## src/rtl/modn_cascade_cnt.sv

```systemverilog
// Cascaded modulo-MOD counter of DIGITS digits with up/down, clear, load and sticky overflow.
// Define CNT_SAT_EN to make the whole counter saturate at its terminal value instead of wrapping.
module modn_cascade_cnt #(
  parameter  int MOD    = 10,
  parameter  int DIGITS = 4,
  localparam int DW     = $clog2(MOD)
) (
  input  logic                 clk,
  input  logic                 rst_n,
  input  logic                 en,
  input  logic                 up,
  input  logic                 sclr,
  input  logic                 ld,
  input  logic [DIGITS*DW-1:0] ld_val,
  output logic [DIGITS*DW-1:0] cnt,
  output logic                 inc_nxt,
  output logic                 ovf
);

  localparam logic [DW-1:0] MAX_V  = DW'(MOD - 32'sd1);
  localparam logic [DW-1:0] ZERO_V = {DW{1'b0}};
  localparam logic [DW-1:0] ONE_V  = DW'(32'd1);

  function automatic logic [DW-1:0] step_dig(input logic [DW-1:0] v, input logic dir_up);
    logic [DW-1:0] r;
    if (dir_up) begin
      if (v == MAX_V) r = ZERO_V;
      else            r = v + ONE_V;
    end else begin
      if (v == ZERO_V) r = MAX_V;
      else             r = v - ONE_V;
    end
    return r;
  endfunction

  // Out-of-range load fields become 0 so a digit can never hold a value >= MOD.
  function automatic logic [DW-1:0] clamp_dig(input logic [DW-1:0] v);
    logic [DW-1:0] r;
    if (v > MAX_V) r = ZERO_V;
    else           r = v;
    return r;
  endfunction

  function automatic logic is_term(input logic [DW-1:0] v, input logic dir_up);
    logic r;
    if (dir_up) r = (v == MAX_V);
    else        r = (v == ZERO_V);
    return r;
  endfunction

  logic [DIGITS-1:0] term_s;
  logic [DIGITS:0]   chain_s;
  logic              all_term_s;
  logic              blocked_s;
  logic              ovf_r;
  logic              ovf_nxt_s;

  // Ripple enable: chain_s[i] is high when every digit below i is terminal.
  always_comb begin
    chain_s    = {(DIGITS+1){1'b0}};
    chain_s[0] = 1'b1;
    for (int i = 0; i < DIGITS; i++) begin
      chain_s[i+1] = chain_s[i] & term_s[i];
    end
  end

  assign all_term_s = chain_s[DIGITS];
  assign inc_nxt    = en & all_term_s;

`ifdef CNT_SAT_EN
  assign blocked_s = all_term_s;
`else
  assign blocked_s = 1'b0;
`endif

  for (genvar i = 0; i < DIGITS; i++) begin : g_dig
    logic [DW-1:0] dig_r;
    logic [DW-1:0] dig_nxt_s;

    assign term_s[i]          = is_term(dig_r, up);
    assign cnt[i*DW +: DW]    = dig_r;

    // Next digit value: clear beats load beats count.
    always_comb begin
      dig_nxt_s = dig_r;
      if (sclr) begin
        dig_nxt_s = ZERO_V;
      end else if (ld) begin
        dig_nxt_s = clamp_dig(ld_val[i*DW +: DW]);
      end else if (en && chain_s[i] && !blocked_s) begin
        dig_nxt_s = step_dig(dig_r, up);
      end else begin
        dig_nxt_s = dig_r;
      end
    end

    // Digit storage.
    always_ff @(posedge clk or negedge rst_n) begin
      if (!rst_n) dig_r <= ZERO_V;
      else        dig_r <= dig_nxt_s;
    end
  end

  // Overflow is sticky: set by any wrap (or blocked step when saturating), cleared only by sclr.
  always_comb begin
    ovf_nxt_s = ovf_r;
    if (sclr) begin
      ovf_nxt_s = 1'b0;
    end else if (ld) begin
      ovf_nxt_s = ovf_r;
    end else if (en && all_term_s) begin
      ovf_nxt_s = 1'b1;
    end else begin
      ovf_nxt_s = ovf_r;
    end
  end

  // Overflow flag storage.
  always_ff @(posedge clk or negedge rst_n) begin
    if (!rst_n) ovf_r <= 1'b0;
    else        ovf_r <= ovf_nxt_s;
  end

  assign ovf = ovf_r;

endmodule
```

## config.mk

```make
export PLATFORM = sky130hd
export DESIGN_NAME = modn_cascade_cnt
export DESIGN_NICKNAME = d
export VERILOG_FILES = /design/src/rtl/modn_cascade_cnt.sv
export SDC_FILE = /design/constraint.sdc
export NUM_CORES = 1
export LEC_CHECK = 0
export ABC_AREA = 0
export BUFFER_PORTS_ARGS = -buffer_cell sky130_fd_sc_hd__buf_2
export CAP_MARGIN = 20
export CORE_MARGIN = 1
export CORE_UTILIZATION = 30
export CTS_BUF_LIST = sky130_fd_sc_hd__clkbuf_2 sky130_fd_sc_hd__clkbuf_4 sky130_fd_sc_hd__clkbuf_8
export CTS_CLUSTER_DIAMETER = 100
export DETAILED_ROUTE_END_ITERATION = 10
export HOLD_SLACK_MARGIN = 0.03
export MAX_ROUTING_LAYER = met4
export PLACE_DENSITY = 0.6
export SLEW_MARGIN = 10
export SYNTH_ARGS = -nofsm -noshare
export SYNTH_HDL_FRONTEND = slang
export SYNTH_SLANG_ARGS = --single-unit
```

## constraint.sdc

```tcl
create_clock -name clk -period 2.5 [get_ports clk]
set_input_delay 0.125 -clock clk [delete_from_list [all_inputs] [get_ports clk]]
set_output_delay 0.125 -clock clk [all_outputs]
set_load 0.01 [all_outputs]
```

### Word-level counts from Yosys, hierarchy flattened

Cells that the tools add are included.

* mux-type cells: 35
* bitwise operators: 4
* reduce and logical (&&, ||, !) cells: 14
* $lt $le $gt $ge: 4
* add/sub/neg operators: 8
* eq/ne operators: 5

Operator list (count)
* two-way mux 4 bit: 28
* adder 4 x 1 -> 4 bit, second input constant: 4
* == test 4 bit, second input constant: 4
* > comparator 4 bit, second input constant: 4
* zero test 4 bit: 4
* subtractor 4 x 1 -> 4 bit, second input constant: 4
* nonzero test 3 bit: 4
* two-way mux 1 bit: 7
* AND 1 bit: 4
* logical AND 1 bit: 4
* != test 2 bit, second input constant: 1
* AND reduction 2 bit: 1
* nonzero test 2 bit: 1

* logic and storage cells: 75
* register bits after elaboration: 17
* output and inout port bits: 18

### Depth between registers and ports, before layout

* depth after elaboration: 9
* depth in mapped cells: 7
* depth with buffers taken out: 7

### Worst setup path after synthesis

OpenSTA, ideal clock, no wires.

* path type: register -> register
* from: register g_dig[0].dig_r[0]
* to: register ovf_r (netlist: ovf)
* arrival: 2292 ps
* cell stages (with the launch flop): 8
* path buffers: 0
* clock period less this slack: 2370 ps
* slack: 130 ps
* required time: 2422 ps
* library setup time: 78 ps
* cell sequence: dfrtp_1 > inv_1 > ha_1 > or3b_4 > and2_4 > or4_4 > or3_1 > a21oi_1

* cells in the longest elaborated chain, start to end: 8
* elaborated cells on any way between the ends: 9
* those cells by class: 1 x eq/ne; 1 x mux; 3 x bitwise; 4 x reduce/logical

RTL lines
* start: declaration: line 77 `logic [DW-1:0] dig_r;`
* start signal: assignment: line 100 `else dig_r <= dig_nxt_s;`
* == test 4 bit or zero test 4 bit (tied branches): line 46, 47
* two-way mux 1 bit (*): line 46 `if (dir_up) r = (v == MAX_V);`
* AND 1 bit (*) (3 in series): line 63 `chain_s[i+1] = chain_s[i] & term_s[i];`
* logical AND 1 bit (*): line 111 `end else if (en && all_term_s) begin`
* nonzero test 2 bit (no source line) (*)
* AND reduction 2 bit (no source line) (*)
* end signal: assignment: line 121 `else ovf_r <= ovf_nxt_s;`
* end: declaration: line 55 `logic ovf_r;`

Mark *: on every way between the ends. The rest lies on a longest branch, timed or not.
A chain may end at the register's enable or synchronous reset.

### Worst setup path in the final report

* from: register g_dig[0].dig_r[1]
* to: output inc_nxt

* cells in the longest elaborated chain, start to end: 6
* elaborated cells on any way between the ends: 7
* those cells by class: 1 x eq/ne; 1 x mux; 4 x bitwise; 1 x reduce/logical

RTL lines
* == test 4 bit or zero test 4 bit (tied branches): line 46, 47
* two-way mux 1 bit (*): line 46
* AND 1 bit (*) (3 in series): line 63
* AND 1 bit (*): line 68 `assign inc_nxt = en & all_term_s;`
* end: declaration: line 16 `output logic inc_nxt,`

Marked as above.

==> impl_metrics.ini <==
[final_layout]
fill_cells = 557
utilization = 0.370
syn2layout_area_growth_pct = 19.1
stdcell_count = 311
multiInputGateArea_mm2 = 0.00105
final_net_count = 267
antenna_cells = 0
design_area_mm2 = 0.00189
drive_above_1_share = 0.228
seq_area_um2 = 425

[power_and_ir_drop]
internal_power_mw = 0.520
p_clk_frac = 0.284
total_power_mw = 0.788
ir_worst_vdd_uv = 347
p_comb_frac = 0.299
swShare = 0.340
power_density_mw_per_mm2 = 417
power_frac_seq = 0.417
p_sw_mw = 0.268
power.leakage_nw = 0.818

[timing]
final-setup-viol-count = 0
maxSlewHeadroom = 0.651
clock_skew_ns = 0.00492
fin_tns_setup_ns = 0
fin_hold_ws_ns = 0.0850
rsz0062_at_grt = no
worstMarginPinSlew_ns = 0.522
finalWorstSetupSlack_ns = 0.120
fin_crit_sh = 0.952
slew_violations = 0
hold_viol_final = 0
fin_crit_ns = 2.38
max_freq_ghz = 0.420

[clock_network]
clk_pin_slew_ns = 0.07
cts_setup_buffers = 0
cts_tree = built
cts_buffer_depth = 2
h-tree-depth = 1
numCtsBuffers = 3
root_buffer = clkbuf_8
cts_sinks = 17
clk_latency_ns = 0.25
cts.repair.resized = 0

[drt]
drt_iter0_drc = 132
num_vias = 1651
via_per_inst = 5.31
routed_wl_um = 4260
drc = 0
final_antenna_net_count = 0
first_pass_iters = 4
wl_per_cell_um = 13.7

[global_route]
grt_max_degree = 23
grt_pass1_vias = 1428
grt_first_pass_wirelength_um = 7090
grt_util_all_layers = 0.169
grt-ovfl-total = 0
antenna_found_initial = 0

[synth]
synth_enable_flop_cells = 0
synth-simple-area-share = 0.255
synthCells = 210
async_flop_share = 1.00
synthTopCellsByCount = nor2_1, o21ai_0, a21oi_1, dfrtp_1, clkbuf_1
synth_xor_area_frac = 0.0441
yosys.area.top_type = dfrtp_1
ys_types = 54
synth_adder_area_share = 0.0236
synthesis.area_mm2 = 0.00159
synth_compound_area_frac = 0.305
synth_seq_cells = 17
synth_ff_type = dfrtp_1
syn_nets = 235
synth_top_family_by_area = compound AO/OA/AOI/OAI gates
muxShareOfSynthArea = 0.0331
ys_seq_area_frac = 0.268
avgSynthCellArea_um2 = 7.56
synth_top_area_frac = 0.268
synthTopCellsByArea = dfrtp_1, o21ai_0, a21oi_1, nor2_1, a211oi_1
yosysWarnings = 0

[die]
die_area_mm2 = 0.00559
rows = 26
core_mm2 = 0.00511
start_util = 0.311
pin_count = 40
fp.dieH_um = 74.8
die_x_um = 74.8

[placement]
placed_area_mm2 = 0.00183
gp_congestion = 0.776
io_buffers = 39
dp.cells = 306
place_ws_ns = 0.261
dp_hpwl_um = 3040

[flow_run]
maxCapViolations = 0

[worst_setup_path]
max_stage_delay_ns = 0.51
cp.required_ns = 2.38
crit_family = simple AND/OR/NAND/NOR gates
slowest_stage = or4_4
end_kind = primary output
cp_cell_sequence = inv_1 > ha_1 > or3b_4 > and2_4 > or4_4 > nor2_1 > buf_2
arrival_ns = 2.26
crit_fanout = 3
critical_path_class = register to primary output
start_kind = register
crit_buf_inv = 2

[status]
status = finished, final reports clean

[hold_path]
hold_path.class = input pin to register
[layout make-up]
type,count,share of cell area
clock buffers,4,0.0258
inverters,10,0.0199
multi-input cells,165,0.555
flip-flops and latches,17,0.225
well taps,70,0.0463
repair buffers,45,0.128
[power groups by stage]
| stage | Combinational, mW | Clock, mW | Sequential, mW |
|---|---|---|---|
| 3_5_place_dp | 0.233 | 0 | 0.333 |
| 6_report | 0.236 | 0.224 | 0.328 |
| 4_1_cts | 0.236 | 0.231 | 0.328 |
| 5_1_grt | 0.267 | 0.242 | 0.334 |
| 3_3_place_gp | 0.231 | 0 | 0.333 |
| 2_1_floorplan | 0.167 | 0 | 0.320 |
[layer usage]
layer	wire, µm	track usage
met1	2130	0.249
met2	1930	0.247
met4	8	0.0189
met5	0	-
met3	186	0.0295
[sequential cells by signal (all words and copies together), names as in the netlist]
name	flops
ovf	1
g_dig.dig_r	16
[path summary, 6_finish.rpt]
kind	startpoint	depth (start not counted)	to	slack (ns)
setup reg to reg	g_dig[0].dig_r[1]$_DFFE_PN0P_	7	ovf$_DFFE_PN0P_	0.25
max in group asynchronous	rst_n	2	g_dig[1].dig_r[3]$_DFFE_PN0P_	1.87
hold / removal	ld_val[1]	2	g_dig[0].dig_r[3]$_DFFE_PN0P_	0.09
min in group asynchronous	rst_n	2	g_dig[3].dig_r[0]$_DFFE_PN0P_	0.33
setup / recovery	g_dig[0].dig_r[1]$_DFFE_PN0P_	7	inc_nxt	0.12
hold reg to reg	ovf$_DFFE_PN0P_	2	ovf$_DFFE_PN0P_	0.53
[logic make-up (layout without fill, tap and decap cells)]
logic type	count (synthesis)	after routing
adders and majority gates	3	3
muxes	5	5
buffers and inverters	28	59
AOI/OAI and AO/OA	77	77
and+or+nand+nor	72	72
DFF	17	17
xor gates and xnor gates	8	8
[cell usage in the layout, fill, tap and decap left out, types with 4 or more instances in the layout]
cell type,count
buf_2,39
nor2_1,21
o21ai_0,21
a21oi_1,17
dfrtp_1,17
inv_1,10
nand2_1,8
a211oi_1,8
nand3_1,6
nand2b_1,5
xnor2_1,5
or4_1,5
buf_4,5
a31oi_1,4
o21ai_1,4
[worst register-to-register path, stage by stage (launching register included)]
cell	delay, ns
dfrtp_1	0.38
inv_1	0.09
ha_1	0.16
or3b_4	0.39
and2_4	0.17
or4_4	0.51
or3_1	0.35
a21oi_1	0.14
[repair_timing]
item | in CTS | in global routing
hold buffers | 1 | 0
endpoints found under the hold margin | 17 | 0
setup endpoints to repair | 0 | 0
(Power assumes the default switching activity.)
